[src/rtl/axi_xlate_requester.sv]
// rtl/axi_xlate_requester.sv - address-channel front end: capture, translate with timeout, reissue downstream
module axi_xlate_requester #(
    parameter int ADDR_W  = 32,
    parameter int TIMEOUT = 64,
    parameter int CNT_W   = 16
) (
    input  logic              clk,
    input  logic              reset,
    input  logic              s_valid,
    output logic              s_ready,
    input  logic [ADDR_W-1:0] s_addr,
    input  logic [7:0]        s_len,
    input  logic [2:0]        s_size,
    output logic [ADDR_W-1:0] v_addr,
    output logic              v_req,
    input  logic [ADDR_W-1:0] p_addr,
    input  logic              t_done,
    output logic              m_valid,
    input  logic              m_ready,
    output logic [ADDR_W-1:0] m_addr,
    output logic [7:0]        m_len,
    output logic [2:0]        m_size,
    output logic              m_fault,
    output logic              busy,
    output logic [CNT_W-1:0]  xlate_cnt,
    output logic [7:0]        fault_cnt
);

    // Timer only has to reach TIMEOUT-1.
    localparam int TMR_W = (TIMEOUT > 2) ? $clog2(TIMEOUT) : 1;
    localparam logic [TMR_W-1:0] TMR_LAST = TMR_W'(TIMEOUT - 1);

    typedef enum logic [1:0] {IDLE, REQ, WAIT, ISSUE} state_t;

    state_t            state;
    logic [TMR_W-1:0]  timer;
    logic [ADDR_W-1:0] vaddr_q;

    always_ff @(posedge clk) begin
        if (reset) begin
            state     <= IDLE;
            timer     <= '0;
            s_ready   <= 1'b0;
            v_req     <= 1'b0;
            m_valid   <= 1'b0;
            m_fault   <= 1'b0;
            busy      <= 1'b0;
            v_addr    <= '0;
            vaddr_q   <= '0;
            m_addr    <= '0;
            m_len     <= '0;
            m_size    <= '0;
            xlate_cnt <= '0;
            fault_cnt <= '0;
        end else begin
            case (state)
                IDLE: begin
                    s_ready <= 1'b1;
                    if (s_valid && s_ready) begin
                        v_addr  <= s_addr;
                        vaddr_q <= s_addr;
                        m_len   <= s_len;
                        m_size  <= s_size;
                        s_ready <= 1'b0;
                        v_req   <= 1'b1;
                        busy    <= 1'b1;
                        state   <= REQ;
                    end
                end
                REQ: begin
                    v_req <= 1'b0;
                    timer <= '0;
                    state <= WAIT;
                end
                WAIT: begin
                    timer <= timer + 1'b1;
                    // A done strobe in the final timer cycle still counts as success.
                    if (t_done) begin
                        m_addr  <= p_addr;
                        m_fault <= 1'b0;
                        m_valid <= 1'b1;
                        state   <= ISSUE;
                    end else if (timer == TMR_LAST) begin
                        m_addr  <= vaddr_q;
                        m_fault <= 1'b1;
                        m_valid <= 1'b1;
                        state   <= ISSUE;
                    end
                end
                ISSUE: begin
                    if (m_ready) begin
                        if (m_fault) begin
                            if (fault_cnt != '1)
                                fault_cnt <= fault_cnt + 1'b1;
                        end else begin
                            if (xlate_cnt != '1)
                                xlate_cnt <= xlate_cnt + 1'b1;
                        end
                        m_valid <= 1'b0;
                        m_fault <= 1'b0;
                        busy    <= 1'b0;
                        s_ready <= 1'b1;
                        state   <= IDLE;
                    end
                end
                default: state <= IDLE;
            endcase
        end
    end

endmodule
[config.mk]
export PLATFORM = sky130hd
export DESIGN_NAME = axi_xlate_requester
export DESIGN_NICKNAME = d
export VERILOG_FILES = /design/src/rtl/axi_xlate_requester.sv
export SDC_FILE = /design/constraint.sdc
export NUM_CORES = 1
export LEC_CHECK = 0
export CORE_AREA = 2 2 113 115
export CTS_CLUSTER_SIZE = 12
export DETAILED_ROUTE_END_ITERATION = 6
export DIE_AREA = 0 0 115 117
export DONT_BUFFER_PORTS = 1
export GPL_TIMING_DRIVEN = 0
export SETUP_SLACK_MARGIN = 0.5
export SLEW_MARGIN = 20
export SYNTH_ARGS = -nofsm -noshare
export SYNTH_HDL_FRONTEND = slang
export SYNTH_SLANG_ARGS = --single-unit
[constraint.sdc]
create_clock -name clk -period 2 [get_ports clk]
set_input_delay 0.2 -clock clk [delete_from_list [all_inputs] [get_ports clk]]
set_output_delay 0.2 -clock clk [all_outputs]
set_load 0.05 [all_outputs]
# Word-level counts from Yosys, hierarchy flattened
# Cells that the tools add are included.
[op_classes] mux=20 n_bitwise=1 n_eq_ne=9 n_reduce_logical=16 add_sub_neg=3 n_shift=0 n_mul=0 div_mod_pow=0 n_lt_le_gt_ge=0
[ops] op="2-to-1 mux 32 bit" n=2
[ops] op="adder 16 x 1 -> 16 bit, second input constant" n=1
[ops] op="inequality test 16 bit, second input constant" n=1
[ops] op="case mux 6 bit (2 select lines)" n=1
[ops] op="case mux 1 bit (2 select lines)" n=5
[ops] op="nonzero test 2 bit" n=5
[ops] op="AND reduction 3 bit" n=3
[ops] op="adder 8 x 1 -> 8 bit, second input constant" n=1
[ops] op="2-to-1 mux 2 bit" n=4
[ops] op="inequality test 8 bit, second input constant" n=1
[ops] op="case mux 2 bit (4 select lines)" n=1
[ops] op="AND reduction 2 bit" n=4
[ops] op="AND reduction 4 bit" n=2
[ops] op="2-to-1 mux 1 bit" n=7
[ops] op="adder 6 x 1 -> 6 bit, second input constant" n=1
[ops] op="== test 6 bit, second input constant" n=1
[ops] op="== test 2 bit, second input constant" n=2
[ops] op="inequality test 2 bit, second input constant" n=2
[ops] op="inequality test 3 bit, second input constant" n=1
[ops] op="== test 2 x 1 -> 1 bit, second input constant" n=1
[ops] op="logical NOT 2 bit" n=1
[ops] op="logical AND 1 bit" n=1
[ops] op="NOT 1 bit" n=1
[totals] latchBits=0 romBits=0 ramBits=0 out_inout_bits=104 reg_bits=112 mem_count=0

# Longest topological paths before layout
# Gate-level depths: netlist of the first run.
[logic_depth] ltp_word=4 depth_mapped=7

# Worst setup path after synthesis of the first run
# No wires, ideal clock.
[synth_timing] path_type="register -> register" from="reg xlate_cnt[0]" to="reg xlate_cnt[10]" n_path_buf=0 setup_ps=70 t_required_ps=1930 synth_period_minus_slack_ps=2105 path_stages_with_launch=6 slack_ps=-105 arrival_time_ps=2034 cell_sequence="dfxtp_1 ha_1 nand2_1 or4_4 or4_1 a21oi_1"
[synth_between] elab_chain_cells=2
[synth_lines] item="start: declaration" line_no="25" rtl="output logic [CNT_W-1:0] xlate_cnt,"
[synth_lines] item="start signal: assignment" line_no="97" rtl="xlate_cnt <= xlate_cnt + 1'b1;"
[synth_lines] item="branches (longest 2 deep; another with adder 16 x 1 -> 16 bit)"
# Parallel ways; which one is timed is not known.
# A chain may end at the register's enable or synchronous reset.

# Final worst setup path of the first run
[layout_timing] from="reg state[0]" to="reg xlate_cnt[12]"
[layout_between] elab_chain_cells=2
[layout_lines] item="start: declaration" line_no="35" rtl="state_t state;"
[layout_lines] item="start signal: assignment" line_no="41" rtl="state <= IDLE;"
[layout_lines] item="start signal: assignment" line_no="67" rtl="state <= REQ;"
[layout_lines] item="start signal: assignment" line_no="73" rtl="state <= WAIT;"
[layout_lines] item="== test 2 bit" line_no="56" rtl="case (state)"
[layout_lines] item="AND reduction 4 bit (no line)"
# Every way passes these cells.

==> results.tsv, run 1 <==
stage	metric	value	unit
status	outcome	complete, no violations	
logic_synthesis	Mapped Area	4790	um^2
logic_synthesis	synth warn	0	
global_routing	initial antenna violation count	0	
placement	# placed instances	706	
global_routing	pin count of the biggest net entering global routing	18	
routing	Via-to-Cell Ratio	5.67	
global_routing	GRT overflow	0	
global_routing	met3 usage	0.0865	
final_layout	share of layout cells above drive strength 1	0.399	
sta	minimum clock period	1.92	ns
cts	cts bufs inserted	9	
sta	min setup slack post-route	0.0812	ns
sta	Max Clock Skew	0.0119	ns
critical_path	stages on the worst setup path	6	
hold_path	Min-Delay Path Class	in -> reg	
logic_synthesis	Synth area leaders	dfxtp_1 (47%), a21oi_1 (10%), nand2_1 (7.9%), mux2i_1 (7.3%), a211oi_1 (5.3%)	
cts	CTS max path bufs	2	
cts	CTS root buffer	clkbuf_16	
global_routing	vias in the first global route	4373	
logic_synthesis	net count after synthesis	643	
global_routing	met1 usage	0.232	
critical_path	Setup Crit Path Kind	reg -> reg	
routing	drt wl/cell	20.2	um
logic_synthesis	Synth cell types	42	
placement	dpl ws	0.0149	ns
logic_synthesis	FFs w/ async S/R, synth	0	
sta	Slew Limit Fails	0	
logic_synthesis	most common cell in the synthesized netlist	dfxtp_1	
critical_path	crit end category	flip-flop	
cts	Reg clk slew, reported paths	0.08	ns
routing	post-route ant nets	0	
critical_path	reg-to-reg startpoint	state[0]$_SDFFE_PP0P_	
logic_synthesis	top cells by count, synth	dfxtp_1 (112), nand2_1 (101), a21oi_1 (96)	
placement	Placer Congestion	0.852	
job	max cap viols	0	
critical_path	Crit. Startpoint	state[0]$_SDFFE_PP0P_	
sta	fmax	0.521	GHz
sta	relative slew slack	0.463	
global_routing	grt met2 use	0.375	
cts	H-tree depth	3	
critical_path	Crit-path slowest cell	or4_4	
critical_path	CP max stage delay	0.58	ns
critical_path	crit path DAT	2.20	ns
cts	CTS tree	yes	
floorplanning	Core Region	12300	um^2
routing	# DRC	0	
critical_path	WP data required	2.28	ns
critical_path	CP startpoint kind	flip-flop	
floorplanning	die width	115	um
routing	DR iter-0 viols	179	
global_routing	Total GRT Usage	0.212	
logic_synthesis	Syn Area/Cell	8.61	um^2
logic_synthesis	Post-synth EDFFs	0	
critical_path	reg2reg path depth	6	
sta	RSZ-0062 raised after global routing	yes	
critical_path	delay-heaviest family, CP	simple AND/OR/NAND/NOR gates	
final_layout	P&R area growth vs syn	56.1	%
routing	final wirelength	16500	um
final_layout	final cell count without fillers	817	
logic_synthesis	post-synthesis sequential area ratio	0.468	
logic_synthesis	post-synth top area cell	dfxtp_1	
sta	# setup viols final	0	
floorplanning	full die area	13500	um^2
sta	Hold Fails Final Rpt	0	
critical_path	reg-to-reg slack, setup	0.08	ns
sta	Worst-Margin Slew	0.806	ns
floorplanning	initial core utilization	0.389	
routing	Pre-antenna DRT Iters	4	
sta	setup_tns	0	ns
placement	DP HPWL	10100	um
power	LEAKAGE	2.72	nW
logic_synthesis	post-synthesis cell count	556	
logic_synthesis	flops & latches, synth	112	
power	VDD IR max	0.000814	V
global_routing	first-pass GRT wire length	22100	um
critical_path	critical path, cell by cell	ha_4 > buf_6 > nand3b_1 > or4_4 > or4_1 > a21oi_2	
global_routing	grt peak-use layer	met2	
critical_path	Buf/Inv on CP	1	
critical_path	r2r endpoint	xlate_cnt[12]$_SDFFE_PP0P_	
logic_synthesis	Synth top area share	0.468	
logic_synthesis	Post-synth top flop	dfxtp_1	
floorplanning	Die Span Y	117	um
critical_path	end point of the critical path	xlate_cnt[12]$_SDFFE_PP0P_	
floorplanning	row cnt	41	
cts	Clock Latency Late Sink	0.36	ns
routing	Vias	4634	
cts	Num Clock Sinks	112	
final_layout	Inserted Diodes	0	
floorplanning	io pins	184	
final_layout	nets	751	
placement	PortBufs	0	
sta	ratio of final minimum period to clock period	0.959	
critical_path	Max FO, Critical Path	4	
power	P per Cell Area	1090	nW/um^2
==> worst reg2reg max path: stages (launching register included) <==
cell	delay, ns
dfxtp_4	0.37
ha_4	0.13
buf_6	0.09
nand3b_1	0.10
or4_4	0.59
or4_1	0.43
a21oi_2	0.14
==> repair_timing <==
item                                   in CTS  in global routing
endpoints found under the hold margin      43                  0
hold buffers                               43                  0
gates resized for setup                   113                176
gates cloned                                1                 10
pin swaps                                  26                 67
buffers inserted                           29                 14
setup endpoints to repair                 106                112
==> how the worst min path moves through the flow <==
stage,startpoint,to,slack [ns],cells after the start
5_1_grt,p_addr[10],m_addr[10]$_SDFFE_PP0P_,0.1,2
3_5_place_dp,s_size[2],m_size[2]$_SDFFE_PP0P_,0.34,2
3_3_place_gp,s_addr[3],vaddr_q[3]$_SDFFE_PP0P_,0.34,2
2_1_floorplan,s_len[0],m_len[0]$_SDFFE_PP0P_,0.34,2
6_report,p_addr[17],m_addr[17]$_SDFFE_PP0P_,0.08,2
4_1_cts,p_addr[16],m_addr[16]$_SDFFE_PP0P_,0.08,2
==> sequential cells by signal (all words and copies together) (netlist names) <==
register	cells
xlate_cnt	16
state	2
m_size	3
timer	6
vaddr_q	32
m_fault	1
m_len	8
m_addr	32
m_valid	1
busy	1
v_req	1
s_ready	1
fault_cnt	8
==> routing by layer <==
layer / vias to the layer above / part of all wire
met1: 2228 / 0.37
met4: 0 / 0.021
met3: 28 / 0.091
met2: 175 / 0.52
met5: - / 0
li1: 2203 / -
==> kinds of logic after synthesis <==
group | synth area share
AND/OR/NAND/NOR | 0.184
AO/OA/AOI/OAI | 0.194
flip-flops | 0.468
buffers and inverters | 0.0371
multiplexers | 0.0873
adder cells (fa/ha/maj) | 0.0183
XOR/XNOR | 0.0110
==> power breakdown <==
group	leakage (nW)	internal [W]	total (W)	switching, W
combinational	1.66	0.00146	0.00276	0.00130
clock	0.128	0.000835	0.00167	0.000831
sequential	0.928	0.00250	0.00375	0.00124
total	2.72	0.00480	0.00817	0.00337
==> layout by cell type, fill, tap and decap left out, types with 3 or more instances in the layout <==
cell and n:
nand2_1 83, dfxtp_1 82, a21oi_2 45, dlygate4sd3_1 43, mux2i_1 35, a21oi_1 33, buf_4 26, buf_6 22
a211oi_2 21, dfxtp_4 20, nor2_1 19, a21oi_4 18, clkbuf_16 18, nand2_4 15, a211oi_1 11, clkbuf_1 10
nand4_1 10, dfxtp_2 10, nand3_1 8, buf_8 7, buf_12 6, or4_1 6, nor2b_1 6, mux2_2 6
a31oi_1 5, xor2_1 5, ha_4 5, buf_1 4, clkbuf_8 4, o21ai_0 4, and3_1 4, nand2b_1 3
clkbuf_2 3, nand2_2 3, o31ai_2 3, o21ai_1 3, or3_1 3, nor3_1 3, o31ai_1 3
==> stage by stage <==
step | utilization | area, um^2 | hold slack (ns) | total power, W
4_1_cts | 0.523 | 6430 | 0.0822 | 0.00717
5_1_grt | 0.607 | 7470 | 0.0956 | 0.00850
2_1_floorplan | - | 4880 | 0.336 | 0.00451
3_5_place_dp | 0.412 | 5070 | 0.344 | 0.00486
3_3_place_gp | 0.412 | 5070 | 0.338 | 0.00482
6_report | 0.607 | 7470 | 0.0833 | 0.00817
==> layout make-up <==
cell class	instances	area, um^2
fillers	976	4840
multi-input cells	399	3200
flip-flops and latches	112	2330
repair buffers	97	1070
plain buffers	40	394
clock buffers	9	225
well taps	150	188
clock inverters	5	35.0
inverters	5	33.8
Note: power is estimated with default switching activity, not from simulation.
==> inputs of run 2 (changes only) <==
--- a/config.mk
+++ b/config.mk
@@ -11,7 +11,6 @@
 export DIE_AREA = 0 0 115 117
 export DONT_BUFFER_PORTS = 1
 export GPL_TIMING_DRIVEN = 0
-export SETUP_SLACK_MARGIN = 0.5
 export SLEW_MARGIN = 20
 export SYNTH_ARGS = -nofsm -noshare
 export SYNTH_HDL_FRONTEND = slang
==> run 2 against run 1 <==
Net effect: clock-buffer cell count is the same; sequential power is 1% lower; final cell count fell by 5.6%; power is 17% lower; global-route usage down 0.78 points; critical path type unchanged; largest power group unchanged.
==> results.tsv, run 2 (synthesis gave the netlist of run 1 again) <==
stage	metric	value	unit
critical_path	CP startpoint kind	flip-flop	
final_layout	most common cell after layout, fill and taps aside	nand2_1	
sta	minimum clock period	1.94	ns
sta	Worst-Margin Slew	0.745	ns
placement	dpl ws	-0.397	ns
floorplanning	Die Span Y	117	um
floorplanning	Core Region	12300	um^2
routing	post-route ant nets	0	
final_layout	Fill cells	1163	
floorplanning	full die area	13500	um^2
floorplanning	initial core utilization	0.389	
cts	H-tree depth	3	
routing	final wirelength	14000	um
cts	CTS tree	yes	
cts	Reg clk slew, reported paths	0.08	ns
critical_path	reg-to-reg startpoint	xlate_cnt[4]$_SDFFE_PP0P_	
sta	Max Clock Skew	0.00924	ns
sta	relative slew slack	0.503	
final_layout	Largest regs	m_addr x32, vaddr_q x32, xlate_cnt x16	
final_layout	core utilization of the finished layout	0.482	
final_layout	share of layout cells above drive strength 1	0.140	
routing	Pre-antenna DRT Iters	5	
sta	Slew Limit Fails	0	
routing	# DRC	0	
critical_path	crit path DAT	2.21	ns
routing	DR iter-0 viols	190	
placement	PortBufs	0	
global_routing	first-pass GRT wire length	21400	um
placement	DP HPWL	10100	um
global_routing	GRT overflow	0	
routing	drt wl/cell	18.2	um
critical_path	Max FO, Critical Path	5	
hold_path	HP Start	p_addr[17]	
cts	CTS root buffer	clkbuf_16	
floorplanning	row cnt	41	
final_layout	P&R area growth vs syn	23.9	%
global_routing	initial antenna violation count	0	
critical_path	Crit path top cell by count	or4_4	
sta	RSZ-0062 raised after global routing	yes	
critical_path	Setup Crit Path Kind	reg -> reg	
status	outcome	complete, no violations	
critical_path	WP data required	2.27	ns
sta	min setup slack post-route	0.0605	ns
sta	ratio of final minimum period to clock period	0.970	
power	P per Cell Area	1140	nW/um^2
critical_path	delay-heaviest family, CP	simple AND/OR/NAND/NOR gates	
critical_path	crit end category	flip-flop	
critical_path	Crit-path slowest cell	or4_4	
critical_path	critical path, cell by cell	nand3_2 > or4_4 > or4_4 > a21oi_2	
sta	Hold Fails Final Rpt	0	
placement	Placer Congestion	0.865	
power	Tot Pwr	0.00677	W
global_routing	vias in the first global route	4218	
routing	Via-to-Cell Ratio	5.58	
global_routing	Total GRT Usage	0.204	
hold_path	Min-Delay Path Class	in -> reg	
routing	Vias	4304	
power	VDD IR max	0.000640	V
sta	# setup viols final	0	
critical_path	CP max stage delay	0.60	ns
floorplanning	io pins	184	
floorplanning	die width	115	um
power	LEAKAGE	2.11	nW
cts	Clock Latency Late Sink	0.35	ns
final_layout	Inserted Diodes	0	
cts	Num Clock Sinks	112	
cts	CTS max path bufs	2	
critical_path	Crit. Startpoint	xlate_cnt[4]$_SDFFE_PP0P_	
cts	cts bufs inserted	9	
job	max cap viols	0	
sta	fmax	0.516	GHz
global_routing	pin count of the biggest net entering global routing	20	
final_layout	commonest cells after routing, fill and taps aside	nand2_1 (101), a21oi_1 (92), dfxtp_1 (87), dlygate4sd3_1 (43), mux2i_1 (35)	
final_layout	nets	703	
critical_path	Buf/Inv on CP	0	
[run 2: changes by cell type in the layout (fill, tap and decap cells not counted), moves of 18 or more]
cell and change:
a21oi_2 -41, a21oi_4 -18, a211oi_1 +23, a211oi_2 -21
a21oi_1 +59, nand2_1 +18, buf_6 -20
[run 2: worst reg2reg max path, stage by stage (launching register included)]
cell	delay, ns
dfxtp_2	0.53
nand3_2	0.18
or4_4	0.60
or4_4	0.44
a21oi_2	0.12
[run 2: power by group]
group / switching [W] / internal [W]
registers: 0.00119 / 0.00251
clock network: 0.000880 / 0.000985
logic: 0.000730 / 0.000469
total: 0.00280 / 0.00397
[run 2: cell type report]
type	count	area [um^2]	share of cell area
Timing Repair Buffer	51	490	0.0827
Multi-Input combinational cell	399	2450	0.414
Sequential cell	112	2310	0.389
Tap cell	150	188	0.0316
Inverter	5	18.8	0.00316
Buffer	38	175	0.0295
Clock inverter	7	75.1	0.0127
Clock buffer	9	225	0.0380
[run 2: path summary, 6_finish.rpt]
| check | endpoint | slack (ns) | cells after the start |
|---|---|---|---|
| worst min-delay path | m_addr[17]$_SDFFE_PP0P_ | 0.09 | 2 |
| worst min register to register | timer[1]$_SDFFE_PP0P_ | 0.49 | 2 |
| worst max register to register | xlate_cnt[10]$_SDFFE_PP0P_ | 0.06 | 4 |
| worst max-delay path | xlate_cnt[10]$_SDFFE_PP0P_ | 0.06 | 4 |
[run 2: metal layers]
layer | up-vias | routed length [um] | track usage
met4 | 0 | 263 | 0.0851
met2 | 168 | 6980 | 0.354
met1 | 2000 | 5490 | 0.226
met5 | - | 0 | 0
li1 | 2115 | - | -
met3 | 21 | 1300 | 0.0752
[run 2: what timing repair did]
action / in CTS / in global routing
pin swaps: 3 / 9
hold buffers: 43 / 0
buffers inserted: 3 / 5
resized for setup: 25 / 44
setup endpoints to repair: 85 / 86
endpoints found under the hold margin: 43 / 0
gates cloned: 0 / 0
[run 2: through the flow]
| stage | cells | instance area, um^2 | TNS (ns) | hold WS [ns] |
|---|---|---|---|---|
| floorplan | 556 | 4800 | 0 | 0.336 |
| global placement | 706 | 4980 | -10.67 | 0.338 |
| detailed placement | 706 | 4980 | -13.64 | 0.343 |
| CTS | 767 | 5780 | 0 | 0.0801 |
| global route | 771 | 5930 | -0.0327 | 0.0955 |
| finish | 771 | 5930 | 0 | 0.0885 |
==> inputs of run 3 (changes only) <==
--- a/config.mk
+++ b/config.mk
@@ -11,6 +11,7 @@
 export DIE_AREA = 0 0 115 117
 export DONT_BUFFER_PORTS = 1
 export GPL_TIMING_DRIVEN = 0
+export RECOVER_POWER = 100
 export SLEW_MARGIN = 20
 export SYNTH_ARGS = -nofsm -noshare
 export SYNTH_HDL_FRONTEND = slang
==> run 3 against run 2 <==
Net effect: clock power barely moved; first-iteration DRC count unchanged; sequential share of layout area is essentially flat; clock skew unchanged; die area unchanged; largest power group unchanged; worst hold slack did not move; critical endpoint unchanged; routed wire length is the same; power is essentially flat; utilization hardly changed.
==> results.tsv, run 3 (synthesis gave the netlist of run 1 again) <==
stage	metric	value	unit
floorplanning	initial core utilization	0.389	
critical_path	reg-to-reg slack, setup	0.06	ns
status	outcome	complete, no violations	
sta	Slew Limit Fails	0	
sta	Worst-Margin Slew	0.745	ns
power	P per Cell Area	1140	nW/um^2
global_routing	grt met2 use	0.354	
routing	drt wl/cell	18.2	um
sta	ratio of final minimum period to clock period	0.970	
final_layout	Final Instance Area	5930	um^2
hold_path	hold path endpoint	m_addr[17]$_SDFFE_PP0P_	
final_layout	total area of sequential cells	2300	um^2
final_layout	commonest cells after routing, fill and taps aside	nand2_1 (101), a21oi_1 (92), dfxtp_1 (88), dlygate4sd3_1 (43), mux2i_1 (35)	
critical_path	Setup Crit Path Kind	reg -> reg	
sta	Hold Slack	0.0885	ns
floorplanning	die width	115	um
global_routing	GRT overflow	0	
power	VDD IR max	0.000640	V
sta	Max Clock Skew	0.00924	ns
sta	relative slew slack	0.503	
cts	H-tree depth	3	
critical_path	WP data required	2.27	ns
cts	CTS tree	yes	
global_routing	grt peak-use layer	met2	
critical_path	CP startpoint kind	flip-flop	
global_routing	Total GRT Usage	0.204	
critical_path	crit end category	flip-flop	
final_layout	nets	703	
sta	fmax	0.516	GHz
routing	Pre-antenna DRT Iters	5	
routing	final wirelength	14000	um
sta	minimum clock period	1.94	ns
power	Tot Pwr	0.00677	W
floorplanning	Die Span Y	117	um
final_layout	Fill cells	1163	
placement	DP HPWL	10100	um
routing	post-route ant nets	0	
critical_path	crit path DAT	2.21	ns
final_layout	multi-input logic area	2450	um^2
global_routing	pin count of the biggest net entering global routing	20	
power	LEAKAGE	2.11	nW
routing	Via-to-Cell Ratio	5.58	
critical_path	r2r endpoint	xlate_cnt[10]$_SDFFE_PP0P_	
cts	CTS max path bufs	2	
global_routing	vias in the first global route	4218	
sta	Hold Fails Final Rpt	0	
floorplanning	io pins	184	
cts	CTS root buffer	clkbuf_16	
global_routing	met1 usage	0.226	
final_layout	most common cell after layout, fill and taps aside	nand2_1	
global_routing	initial antenna violation count	0	
floorplanning	Core Region	12300	um^2
hold_path	HP Start	p_addr[17]	
sta	RSZ-0062 raised after global routing	yes	
placement	dpl ws	-0.397	ns
final_layout	Largest regs	m_addr x32, vaddr_q x32, xlate_cnt x16	
final_layout	Inserted Diodes	0	
hold_path	hold depth	2	
job	max cap viols	0	
cts	Num Clock Sinks	112	
placement	PortBufs	0	
final_layout	P&R area growth vs syn	23.8	%
final_layout	share of layout cells above drive strength 1	0.138	
hold_path	Min-Delay Path Class	in -> reg	
critical_path	reg-to-reg startpoint	xlate_cnt[4]$_SDFFE_PP0P_	
floorplanning	row cnt	41	
cts	Reg clk slew, reported paths	0.08	ns
sta	min setup slack post-route	0.0605	ns
placement	Placer Congestion	0.865	
routing	# DRC	0	
placement	Post-DP Area	4980	um^2
critical_path	Max FO, Critical Path	5	
critical_path	reg2reg path depth	4	
global_routing	first-pass GRT wire length	21400	um
global_routing	met3 usage	0.0752	
floorplanning	full die area	13500	um^2
sta	# setup viols final	0	
cts	cts bufs inserted	9	
routing	DR iter-0 viols	190	
routing	Vias	4304	
cts	Clock Latency Late Sink	0.35	ns
-- run 3: cell count changes in the layout (fill, tap and decap cells not counted) --
| cell | change |
|---|---|
| dfxtp_1 | +1 |
| dfxtp_2 | -1 |
-- run 3: how the worst max path moves through the flow --
stage / start / cells after the start / slack (ns) / end
finish: xlate_cnt[4]$_SDFFE_PP0P_ / 4 / 0.06 / xlate_cnt[10]$_SDFFE_PP0P_
global route: state[0]$_SDFFE_PP0P_ / 6 / -0.02 / xlate_cnt[10]$_SDFFE_PP0P_
CTS: state[0]$_SDFFE_PP0P_ / 6 / 0.002 / xlate_cnt[10]$_SDFFE_PP0P_
detailed placement: state[0]$_SDFFE_PP0P_ / 7 / -0.40 / m_addr[14]$_SDFFE_PP0P_
global placement: state[0]$_SDFFE_PP0P_ / 7 / -0.34 / m_addr[10]$_SDFFE_PP0P_
floorplan: xlate_cnt[4]$_SDFFE_PP0P_ / 4 / 0.01 / xlate_cnt[10]$_SDFFE_PP0P_
-- run 3: cell type report --
| cell class | count | share of cell area |
|---|---|---|
| clock buffer | 9 | 0.0380 |
| clock inverter | 7 | 0.0127 |
| multi-input combinational | 399 | 0.414 |
| buffer | 38 | 0.0295 |
| timing repair buffer | 51 | 0.0827 |
| sequential | 112 | 0.389 |
| tap | 150 | 0.0316 |
| inverter | 5 | 0.00316 |
-- run 3: critical path: stages, from the launching register on --
cell	delay [ns]
dfxtp_2	0.53
nand3_2	0.18
or4_4	0.60
or4_4	0.44
a21oi_2	0.12
-- run 3: timing repair --
action,CTS,global route
endpoints found under the hold margin,43,0
gates resized for setup,25,44
hold buffers,43,0
buffers inserted,3,5
pin swaps,3,9
endpoints found under the setup margin,85,86
-- run 3: per-stage QoR --
step                TNS, ns  instances   util
detailed placement   -13.64        706  0.405
CTS                       0        767  0.470
finish                    0        771  0.482
floorplan                 0        556      -
global placement     -10.67        706  0.405
global route        -0.0327        771  0.482
-- run 3: routing by layer --
layer	up-vias	wire, um
li1	2115	-
met1	2000	5490
met2	168	6980
met3	21	1300
met4	0	263
met5	-	0
-- run 3: where the power goes --
part / internal [W] / leakage (nW) / switching [W] / total, W
Clock: 0.000985 / 0.151 / 0.000880 / 0.00187
Combinational: 0.000469 / 1.04 / 0.000730 / 0.00120
Sequential: 0.00251 / 0.923 / 0.00119 / 0.00370
